**config.mk**
```make
export PLATFORM = sky130hd
export DESIGN_NAME = wb_sram_ctrl_flat
export DESIGN_NICKNAME = d
export VERILOG_FILES = /design/src/rtl/wb_sram_ctrl_if.sv /design/src/rtl/wb_sram_ctrl.sv /design/src/flat_wrapper.sv
export SDC_FILE = /design/constraint.sdc
export NUM_CORES = 1
export LEC_CHECK = 0
export ABC_CLOCK_PERIOD_IN_PS = 2800
export BUFFER_PORTS_ARGS = -buffer_cell sky130_fd_sc_hd__buf_2
export CAP_MARGIN = 10
export CORE_MARGIN = 10
export CORE_UTILIZATION = 46
export DETAILED_ROUTE_END_ITERATION = 8
export PLACE_DENSITY = 0.88
export SYNTH_ARGS = -nofsm -noshare
export SYNTH_HDL_FRONTEND = slang
export SYNTH_SLANG_ARGS = --single-unit
export TNS_END_PERCENT = 10
```
**constraint.sdc**
```tcl
create_clock -name clk_i -period 2.8 [get_ports clk_i]
set_clock_uncertainty 0.15 [all_clocks]
set_input_delay 0.14 -clock clk_i [delete_from_list [all_inputs] [get_ports clk_i]]
set_output_delay 0.14 -clock clk_i [all_outputs]
set_load 0.02 [all_outputs]
```
**src/rtl/wb_sram_ctrl_if.sv**
```systemverilog
// Wishbone classic bus bundle between the m68k bridge (master) and
// wb_sram_ctrl (slave). Signal names follow the slave's view of the bus.
interface wb_sram_ctrl_if;
  logic [31:0] ADR_I;
  logic [31:0] DAT_I;
  logic [31:0] DAT_O;
  logic [3:0]  SEL_I;
  logic        WE_I;
  logic        STB_I;
  logic        CYC_I;
  logic        ACK_O;
  logic        ERR_O;

  modport master (
    output ADR_I, DAT_I, SEL_I, WE_I, STB_I, CYC_I,
    input  DAT_O, ACK_O, ERR_O
  );

  modport slave (
    input  ADR_I, DAT_I, SEL_I, WE_I, STB_I, CYC_I,
    output DAT_O, ACK_O, ERR_O
  );
endinterface

```
**src/rtl/wb_sram_ctrl.sv**
```systemverilog
// Wishbone classic slave driving an asynchronous 32-bit SRAM with a
// programmable number of wait states. Every output is registered.
// Optional feature macro: WB_SRAM_ERR_EN -- requests with non-zero address
// bits above the SRAM window terminate with ERR_O instead of aliasing.
module wb_sram_ctrl #(
  parameter int unsigned AB_WIDTH    = 18,
  parameter int unsigned WAIT_CYCLES = 1
) (
  input  logic                clk_i,
  input  logic                rst_ni,
  wb_sram_ctrl_if.slave       wb,
  output logic [AB_WIDTH-1:0] sram_addr_o,
  output logic [31:0]         sram_dat_o,
  input  logic [31:0]         sram_dat_i,
  output logic [3:0]          sram_bsel_o,
  output logic                sram_ncs_o,
  output logic                sram_noe_o,
  output logic                sram_nwe_o
);

`ifdef WB_SRAM_ERR_EN
  typedef enum logic [1:0] {StIdle, StAccess, StDone, StError} state_e;
`else
  typedef enum logic [1:0] {StIdle, StAccess, StDone} state_e;
`endif

  localparam logic [3:0] WaitInit = 4'(WAIT_CYCLES);
  // With no wait states the first ACCESS cycle is already the final one.
  localparam bit ZeroWait = (WAIT_CYCLES == 0);

  state_e              r_state;
  logic [3:0]          r_cnt;
  logic                r_we;
  logic [AB_WIDTH-1:0] r_addr;
  logic [31:0]         r_wdat;
  logic [3:0]          r_bsel;
  logic                r_ncs;
  logic                r_noe;
  logic                r_nwe;
  logic                r_ack;
  logic [31:0]         r_dat_o;

  logic w_req;
  logic w_unused;

  assign w_req    = wb.CYC_I & wb.STB_I;
  // Byte-lane bits and (when not range-checked) upper bits are don't-care.
  assign w_unused = ^{wb.ADR_I[31:AB_WIDTH+2], wb.ADR_I[1:0]};

`ifdef WB_SRAM_ERR_EN
  logic r_err;
  logic w_addr_hi_bad;
  assign w_addr_hi_bad = |wb.ADR_I[31:AB_WIDTH+2];
  assign wb.ERR_O      = r_err;
`else
  assign wb.ERR_O      = 1'b0;
`endif

  assign wb.ACK_O    = r_ack;
  assign wb.DAT_O    = r_dat_o;
  assign sram_addr_o = r_addr;
  assign sram_dat_o  = r_wdat;
  assign sram_bsel_o = r_bsel;
  assign sram_ncs_o  = r_ncs;
  assign sram_noe_o  = r_noe;
  assign sram_nwe_o  = r_nwe;

  // Access sequencer: latches the request, times the SRAM strobes, acks.
  always_ff @(posedge clk_i or negedge rst_ni) begin
    if (!rst_ni) begin
      r_state <= StIdle;
      r_cnt   <= '0;
      r_we    <= 1'b0;
      r_addr  <= '0;
      r_wdat  <= '0;
      r_bsel  <= '0;
      r_ncs   <= 1'b1;
      r_noe   <= 1'b1;
      r_nwe   <= 1'b1;
      r_ack   <= 1'b0;
      r_dat_o <= '0;
`ifdef WB_SRAM_ERR_EN
      r_err   <= 1'b0;
`endif
    end else begin
      unique case (r_state)
        StIdle: begin
          if (w_req) begin
`ifdef WB_SRAM_ERR_EN
            if (w_addr_hi_bad) begin
              r_err   <= 1'b1;
              r_state <= StError;
            end else begin
`endif
              r_addr  <= wb.ADR_I[AB_WIDTH+1:2];
              r_bsel  <= wb.SEL_I;
              r_wdat  <= wb.DAT_I;
              r_we    <= wb.WE_I;
              r_cnt   <= WaitInit;
              r_ncs   <= 1'b0;
              r_noe   <= wb.WE_I;
              r_nwe   <= ~(wb.WE_I & ZeroWait);
              r_state <= StAccess;
`ifdef WB_SRAM_ERR_EN
            end
`endif
          end
        end

        StAccess: begin
          if (!w_req) begin
            // Abort takes priority over completion: no ack, no data capture.
            r_ncs   <= 1'b1;
            r_noe   <= 1'b1;
            r_nwe   <= 1'b1;
            r_bsel  <= '0;
            r_state <= StIdle;
          end else if (r_cnt == 4'd0) begin
            if (!r_we) begin
              r_dat_o <= sram_dat_i;
            end
            r_ncs   <= 1'b1;
            r_noe   <= 1'b1;
            r_nwe   <= 1'b1;
            r_bsel  <= '0;
            r_ack   <= 1'b1;
            r_state <= StDone;
          end else begin
            r_cnt <= r_cnt - 4'd1;
            // Pull nwe low only for the final cycle so the SRAM commits once.
            r_nwe <= ~(r_we & (r_cnt == 4'd1));
          end
        end

        StDone: begin
          r_ack   <= 1'b0;
          r_state <= StIdle;
        end

`ifdef WB_SRAM_ERR_EN
        StError: begin
          r_err   <= 1'b0;
          r_state <= StIdle;
        end
`endif

        default: r_state <= StIdle;
      endcase
    end
  end

endmodule

```
**src/flat_wrapper.sv**
```systemverilog
// flat-port wrapper written by rule: the top's interface ports become plain ports
module wb_sram_ctrl_flat 
#(
  parameter int unsigned AB_WIDTH    = 18,
  parameter int unsigned WAIT_CYCLES = 1
)
  (clk_i, rst_ni, sram_addr_o, sram_dat_o, sram_dat_i, sram_bsel_o, sram_ncs_o, sram_noe_o, sram_nwe_o, wb_ADR_I, wb_DAT_I, wb_SEL_I, wb_WE_I, wb_STB_I, wb_CYC_I, wb_DAT_O, wb_ACK_O, wb_ERR_O);
  wb_sram_ctrl_if wb_i ();
  input  logic clk_i;
  input  logic rst_ni;
  output logic [AB_WIDTH-1:0] sram_addr_o;
  output logic [31:0] sram_dat_o;
  input  logic [31:0] sram_dat_i;
  output logic [3:0] sram_bsel_o;
  output logic sram_ncs_o;
  output logic sram_noe_o;
  output logic sram_nwe_o;
  input wire logic [$bits(wb_i.ADR_I)-1:0] wb_ADR_I;
  input wire logic [$bits(wb_i.DAT_I)-1:0] wb_DAT_I;
  input wire logic [$bits(wb_i.SEL_I)-1:0] wb_SEL_I;
  input wire logic [$bits(wb_i.WE_I)-1:0] wb_WE_I;
  input wire logic [$bits(wb_i.STB_I)-1:0] wb_STB_I;
  input wire logic [$bits(wb_i.CYC_I)-1:0] wb_CYC_I;
  output wire logic [$bits(wb_i.DAT_O)-1:0] wb_DAT_O;
  output wire logic [$bits(wb_i.ACK_O)-1:0] wb_ACK_O;
  output wire logic [$bits(wb_i.ERR_O)-1:0] wb_ERR_O;
  assign wb_i.ADR_I = wb_ADR_I;
  assign wb_i.DAT_I = wb_DAT_I;
  assign wb_i.SEL_I = wb_SEL_I;
  assign wb_i.WE_I = wb_WE_I;
  assign wb_i.STB_I = wb_STB_I;
  assign wb_i.CYC_I = wb_CYC_I;
  assign wb_DAT_O = wb_i.DAT_O;
  assign wb_ACK_O = wb_i.ACK_O;
  assign wb_ERR_O = wb_i.ERR_O;
  wb_sram_ctrl #(.AB_WIDTH(AB_WIDTH), .WAIT_CYCLES(WAIT_CYCLES)) u_core (.clk_i(clk_i), .rst_ni(rst_ni), .wb(wb_i), .sram_addr_o(sram_addr_o), .sram_dat_o(sram_dat_o), .sram_dat_i(sram_dat_i), .sram_bsel_o(sram_bsel_o), .sram_ncs_o(sram_ncs_o), .sram_noe_o(sram_noe_o), .sram_nwe_o(sram_nwe_o));
endmodule
```
# Word-level counts from Yosys, hierarchy flattened
# Index checks and enable logic that the tools add are counted.
[op_classes]
mux = 24
n_reduce_logical = 11
eq_ne = 8
bitwise = 4
n_addsub = 1
[ops]
columns = ["op", "n"]
rows = [
  ["4-bit two-way mux", 6],
  ["4-bit case mux with 2 select lines", 2],
  ["1-bit two-way mux", 8],
  ["1-bit case mux with 2 select lines", 4],
  ["4-bit AND reduction", 2],
  ["2-bit two-way mux", 3],
  ["2-bit by 1-bit inequality test with 1-bit output (second input constant)", 3],
  ["2-bit AND reduction", 3],
  ["3-bit AND reduction", 2],
  ["4-bit by 1-bit == test with 1-bit output (second input constant)", 1],
  ["4-bit zero test", 1],
  ["2-bit case mux with 2 select lines", 1],
  ["2-bit nonzero test", 2],
  ["4-bit by 1-bit subtractor with 4-bit output (second input constant)", 1],
  ["3-bit inequality test (second input constant)", 1],
  ["1-bit AND", 2],
  ["2-bit by 1-bit == test with 1-bit output (second input constant)", 1],
  ["2-bit == test (second input constant)", 1],
  ["2-bit zero test", 1],
  ["2-bit inequality test (second input constant)", 1],
  ["1-bit inverter", 2],
]
[totals]
register_bits = 97
elab_cells = 59
output_inout_bits = 91

# Logic depth before layout (Yosys ltp)
[logic_depth]
word_depth = 6
ltp_mapped = 7

# Least setup slack after synthesis
# No wires, ideal clock.
[synth_timing]
kind = "register -> register"
from = "register u_core.r_cnt[0]"
to = "register u_core.r_dat_o[0] (netlist: u_core.wb.DAT_O[0])"
setup_slack_ns = 0.778
path_buffers = 2
path_stages_with_launch = 8
required_ns = 2.525
t_arrival_ns = 1.747
cell_sequence = "dfrtp_1 inv_1 ha_1 nand4bb_1 or3_1 buf_6 buf_12 mux2_4"
[synth_between]
elab_chain_cells = 2
[synth_rtl]
columns = ["item", "line", "source"]
rows = [
  ["start, declared", "wb_sram_ctrl.sv:32", "logic [3:0] r_cnt;"],
  ["start signal, assigned", "wb_sram_ctrl.sv:99", "r_cnt <= WaitInit;"],
  ["start signal, assigned", "wb_sram_ctrl.sv:129", "r_cnt <= r_cnt - 4'd1;"],
  ["4-bit zero test", "wb_sram_ctrl.sv:118", "end else if (r_cnt == 4'd0) begin"],
  ["4-bit AND reduction (no line)", "-", ""],
  ["end signal, assigned", "wb_sram_ctrl.sv:120", "r_dat_o <= sram_dat_i;"],
  ["end, declared", "wb_sram_ctrl.sv:41", "logic [31:0] r_dat_o;"],
]
# No other way between the ends.
# A chain may end at the register's enable or synchronous reset.

# Final worst setup path
[layout_timing]
from = "register u_core.r_cnt[0]"
to = "register u_core.r_bsel[3] (netlist: u_core.sram_bsel_o[3])"
[layout_between]
elab_chain_cells = 3
[layout_rtl]
columns = ["item", "line", "source"]
rows = [
  ["4-bit zero test", "wb_sram_ctrl.sv:118", ""],
  ["3-bit inequality test (no line)", "-", ""],
  ["3-bit AND reduction (no line)", "-", ""],
  ["end signal, assigned", "wb_sram_ctrl.sv:96", "r_bsel <= wb.SEL_I;"],
  ["end, declared", "wb_sram_ctrl.sv:36", "logic [3:0] r_bsel;"],
]
# No other way between the ends.

==> key figures <==
Floorplanning
  – Die Area: 0.0126 mm^2
  – Core Box Area: 0.00826 mm^2
  – Die X: approximately 110 um
  – I/O pin total: a little under 200
  – Die Y: between 100 and 150 um
  – Site Rows: 33
  – Initial core utilization: 0.476

Worst setup path
  – Crit start category: flip-flop
  – Crit-path slowest cell: a211oi_1
  – Slowest Stage Delay on Critical Path: approximately 0.65 ns
  – Reg2reg path depth: 5
  – CP Capture Type: flip-flop
  – Crit path required time: 2.85 ns
  – Critical path class: reg2reg
  – CP Buf/Inv Count: 1
  – CP Cell Sequence: inv_1 > ha_1 > or3b_2 > a211oi_1 > o2bb2ai_1
  – Worst r2r src: u_core.r_cnt[0]
  – Worst Path Arrival: 2.44 ns
  – R2R Setup Slk: 0.40 ns
  – Critical Path Start: u_core.r_cnt[0]
  – WP depth: 5
  – CP Capture Point: u_core.sram_bsel_o[3]
  – Top Family by Delay on Critical Path: compound AO/OA/AOI/OAI gates
  – Worst reg2reg endpoint: u_core.sram_bsel_o[3]
  – Highest fanout seen on the critical path: 6

Detailed routing
  – Met1 WL: 4.17 mm
  – Metal2 WL: 6.31 mm
  – Routed len/inst: 18.4 um
  – Final WL: about 12 mm
  – TritonRoute pass-1 iters: 4
  – DR top layer: met4
  – Via count: 3045
  – Antenna-violating nets left: 0
  – Drt drc: 0
  – Metal3 WL: 765 um
  – Vias per inst: 4.85
  – DRC marker count from the first detailed-route iteration: 141

Clocking
  – Later-pin clock latency in the skew report: 0.35 ns
  – Clock-pin transition on the worst setup and hold timing paths: 0.09 ns
  – Worst-case clock buffer depth: 2
  – Root Buffer: clkbuf_8
  – CTS tree: built
  – CTS buffer count: 9
  – CTS Sinks: between 90 and 100
  – H-tree levels: 3
  – Postcts setup bufs: 0

Pwr
  – Switching power: 1220 uW
  – Switch share: 0.312
  – Worst VDD drop: 307 uV
  – P per Cell Area: 653 mW/mm^2
  – P_int: 2700 uW
  – Clock network power share: 0.245
  – Sequential share of power: 0.458
  – Static Leak: 0.00305 uW
  – Comb pwr share: 0.296

Timing
  – Slew Limit Fails: 0
  – Slew margin rel.: 0.488
  – Final hold vios: 0
  – Period utilisation layout: 0.855
  – Max Fclk: 0.418 GHz
  – Actual slew at the worst max-slew pin: 0.764 ns
  – RSZ-0062 raised after global routing: no
  – Setup violators final: 0
  – TNS Setup: 0 ns
  – Post-layout min period: 2.40 ns

Synth
  – Synth top area share: 0.599
  – Top cell types by occurrence after synthesis: dfrtp_1, mux2_2, mux2_4
  – Netlist cell types: 34
  – Top_reg_cell synth: dfrtp_1
  – Mapped cell area: roughly 0.004 mm^2
  – Syn nets: 352
  – Yosys top cell by area: dfrtp_1
  – Dominant cells by area after synthesis: dfrtp_1, mux2_2, mux2_4, dfstp_2, buf_12
  – Most numerous cell in the Yosys netlist: dfrtp_1
  – Avg Inst Size Synth: around 16 um^2
  – Post-synth EDFFs: 0
  – YS warnings: 0
  – Synth Register Bits: 97
  – Cells after synthesis: 244
  – Asr flop ratio synth: 1.00
  – Sequential-to-total area share from yosys stat: 0.619

Flow run
  – Max-Cap Viols: 0

Run status
  – Status: finished, final reports clean

Placement
  – Placer Congestion: 0.759
  – Final HPWL DP: 7.31 mm
  – IO buf count: 180
  – Post-placement cell area: about 0.0049 mm^2

Finish
  – Share of post-route cells with drive strength above 1: 0.557
  – Final Cell Area: 0.00601 mm^2
  – Layout net count: 625
  – Register area: 0.00243 mm^2
  – Final core utilization: 0.727
  – FILL cells: 574
  – Area of the multi-input gates: 0.00137 mm^2
  – Synth-to-layout area growth: 52.9%

Global route
  – Pin count of the biggest net entering global routing: 61
  – Grt total ovfl: 0
  – Tot GR Track Use: 0.180
  – Antenna violations before repair: 2
  – First-pass GRT wire length: 18.3 mm
  – Vias in the first global route: 3383

Hold path
  – Min-delay worst type: in2reg
-- repair_timing --
action,in CTS,in global routing
hold buffers,88,0
hold endpoints to repair,143,0
gates resized for setup,0,0
-- worst min-delay path by stage --
stage	from	to	depth (start not counted)
after global routing	wb_STB_I	u_core.sram_ncs_o	4
after global placement	rst_ni	u_core.sram_addr_o[2]	1
after detailed placement	rst_ni	u_core.sram_addr_o[2]	1
final	wb_CYC_I	u_core.sram_ncs_o	4
after CTS	wb_STB_I	u_core.sram_ncs_o	4
after floorplan	rst_ni	u_core.r_cnt[0]	0
-- placed cells by master, fill, tap and decap left out, drive strengths merged, types with 3 or more instances in the layout --
cell type,count
nor3,4
dlygate4sd3,88
inv,8
dfstp,3
o21ai,4
buf,185
o2bb2ai,4
dfrtp,94
clkbuf,10
a21oi,4
ha,3
nand2,3
mux2,84
nor2,3
-- metal layers --
layer,vias up,GRT usage
met5,-,0
met4,0,0.0702
met3,27,0.0532
met2,116,0.332
met1,1494,0.185
li1,1408,-
-- registers in the layout, indices dropped and copies added, names as in the netlist --
signal,cells
u_core.sram_dat_o,32
u_core.wb.ACK_O,1
u_core.sram_bsel_o,4
u_core.sram_addr_o,18
u_core.sram_nwe_o,1
u_core.r_we,1
u_core.sram_ncs_o,1
u_core.r_cnt,4
u_core.r_state,2
u_core.sram_noe_o,1
u_core.wb.DAT_O,32
-- worst register-to-register path: cells and delay by family (launching register included) --
| kind | cells | cell delay (ns) |
|---|---|---|
| adders and majority gates | 1 | 0.26 |
| and+or+nand+nor | 1 | 0.49 |
| AOI/OAI and AO/OA | 2 | 0.84 |
| buffers and inverters | 1 | 0.11 |
| DFF | 1 | 0.41 |
-- power groups by stage --
| stage | registers (uW) | clock network, uW | logic (uW) |
|---|---|---|---|
| floorplan | 2110 | 0 | 329 |
| global placement | 1790 | 0 | 1040 |
| detailed placement | 1810 | 0 | 1070 |
| CTS | 1790 | 993 | 1170 |
| global route | 1830 | 1060 | 1240 |
| finish | 1800 | 961 | 1160 |
-- stage by stage --
step | setup slack (ns) | total power, uW | hold slack, ns | std cells
2_1_floorplan | 0.778 | 2440 | -0.306 | 244
3_3_place_gp | 0.495 | 2840 | 0.0940 | 523
3_5_place_dp | 0.447 | 2880 | 0.103 | 523
4_1_cts | 0.430 | 3950 | 0.00996 | 626
5_1_grt | 0.212 | 4130 | 0.0660 | 628
6_report | 0.405 | 3920 | 0.0305 | 628
-- final cells by class --
cell class,count,share of cell area
Sequential cell,97,0.405
Timing Repair Buffer,273,0.305
Multi-Input combinational cell,128,0.227
Tap cell,105,0.0219
Clock buffer,10,0.0212
Clock inverter,5,0.0135
Inverter,8,0.00500
Antenna cell,2,0.000833
-- logic make-up (layout without fill, tap and decap cells) --
| family | count (synthesis) | after routing | share of synthesized area |
|---|---|---|---|
| flops | 97 | 97 | 0.619 |
| mux | 84 | 84 | 0.270 |
| simple gates | 23 | 23 | 0.0366 |
| buf+inv | 19 | 296 | 0.0350 |
| compound gates | 17 | 17 | 0.0293 |
| fa+ha+maj | 3 | 3 | 0.00956 |
| other cells | 1 | 3 | 0.000955 |
No activity file was read; power rests on OpenSTA's default activity.
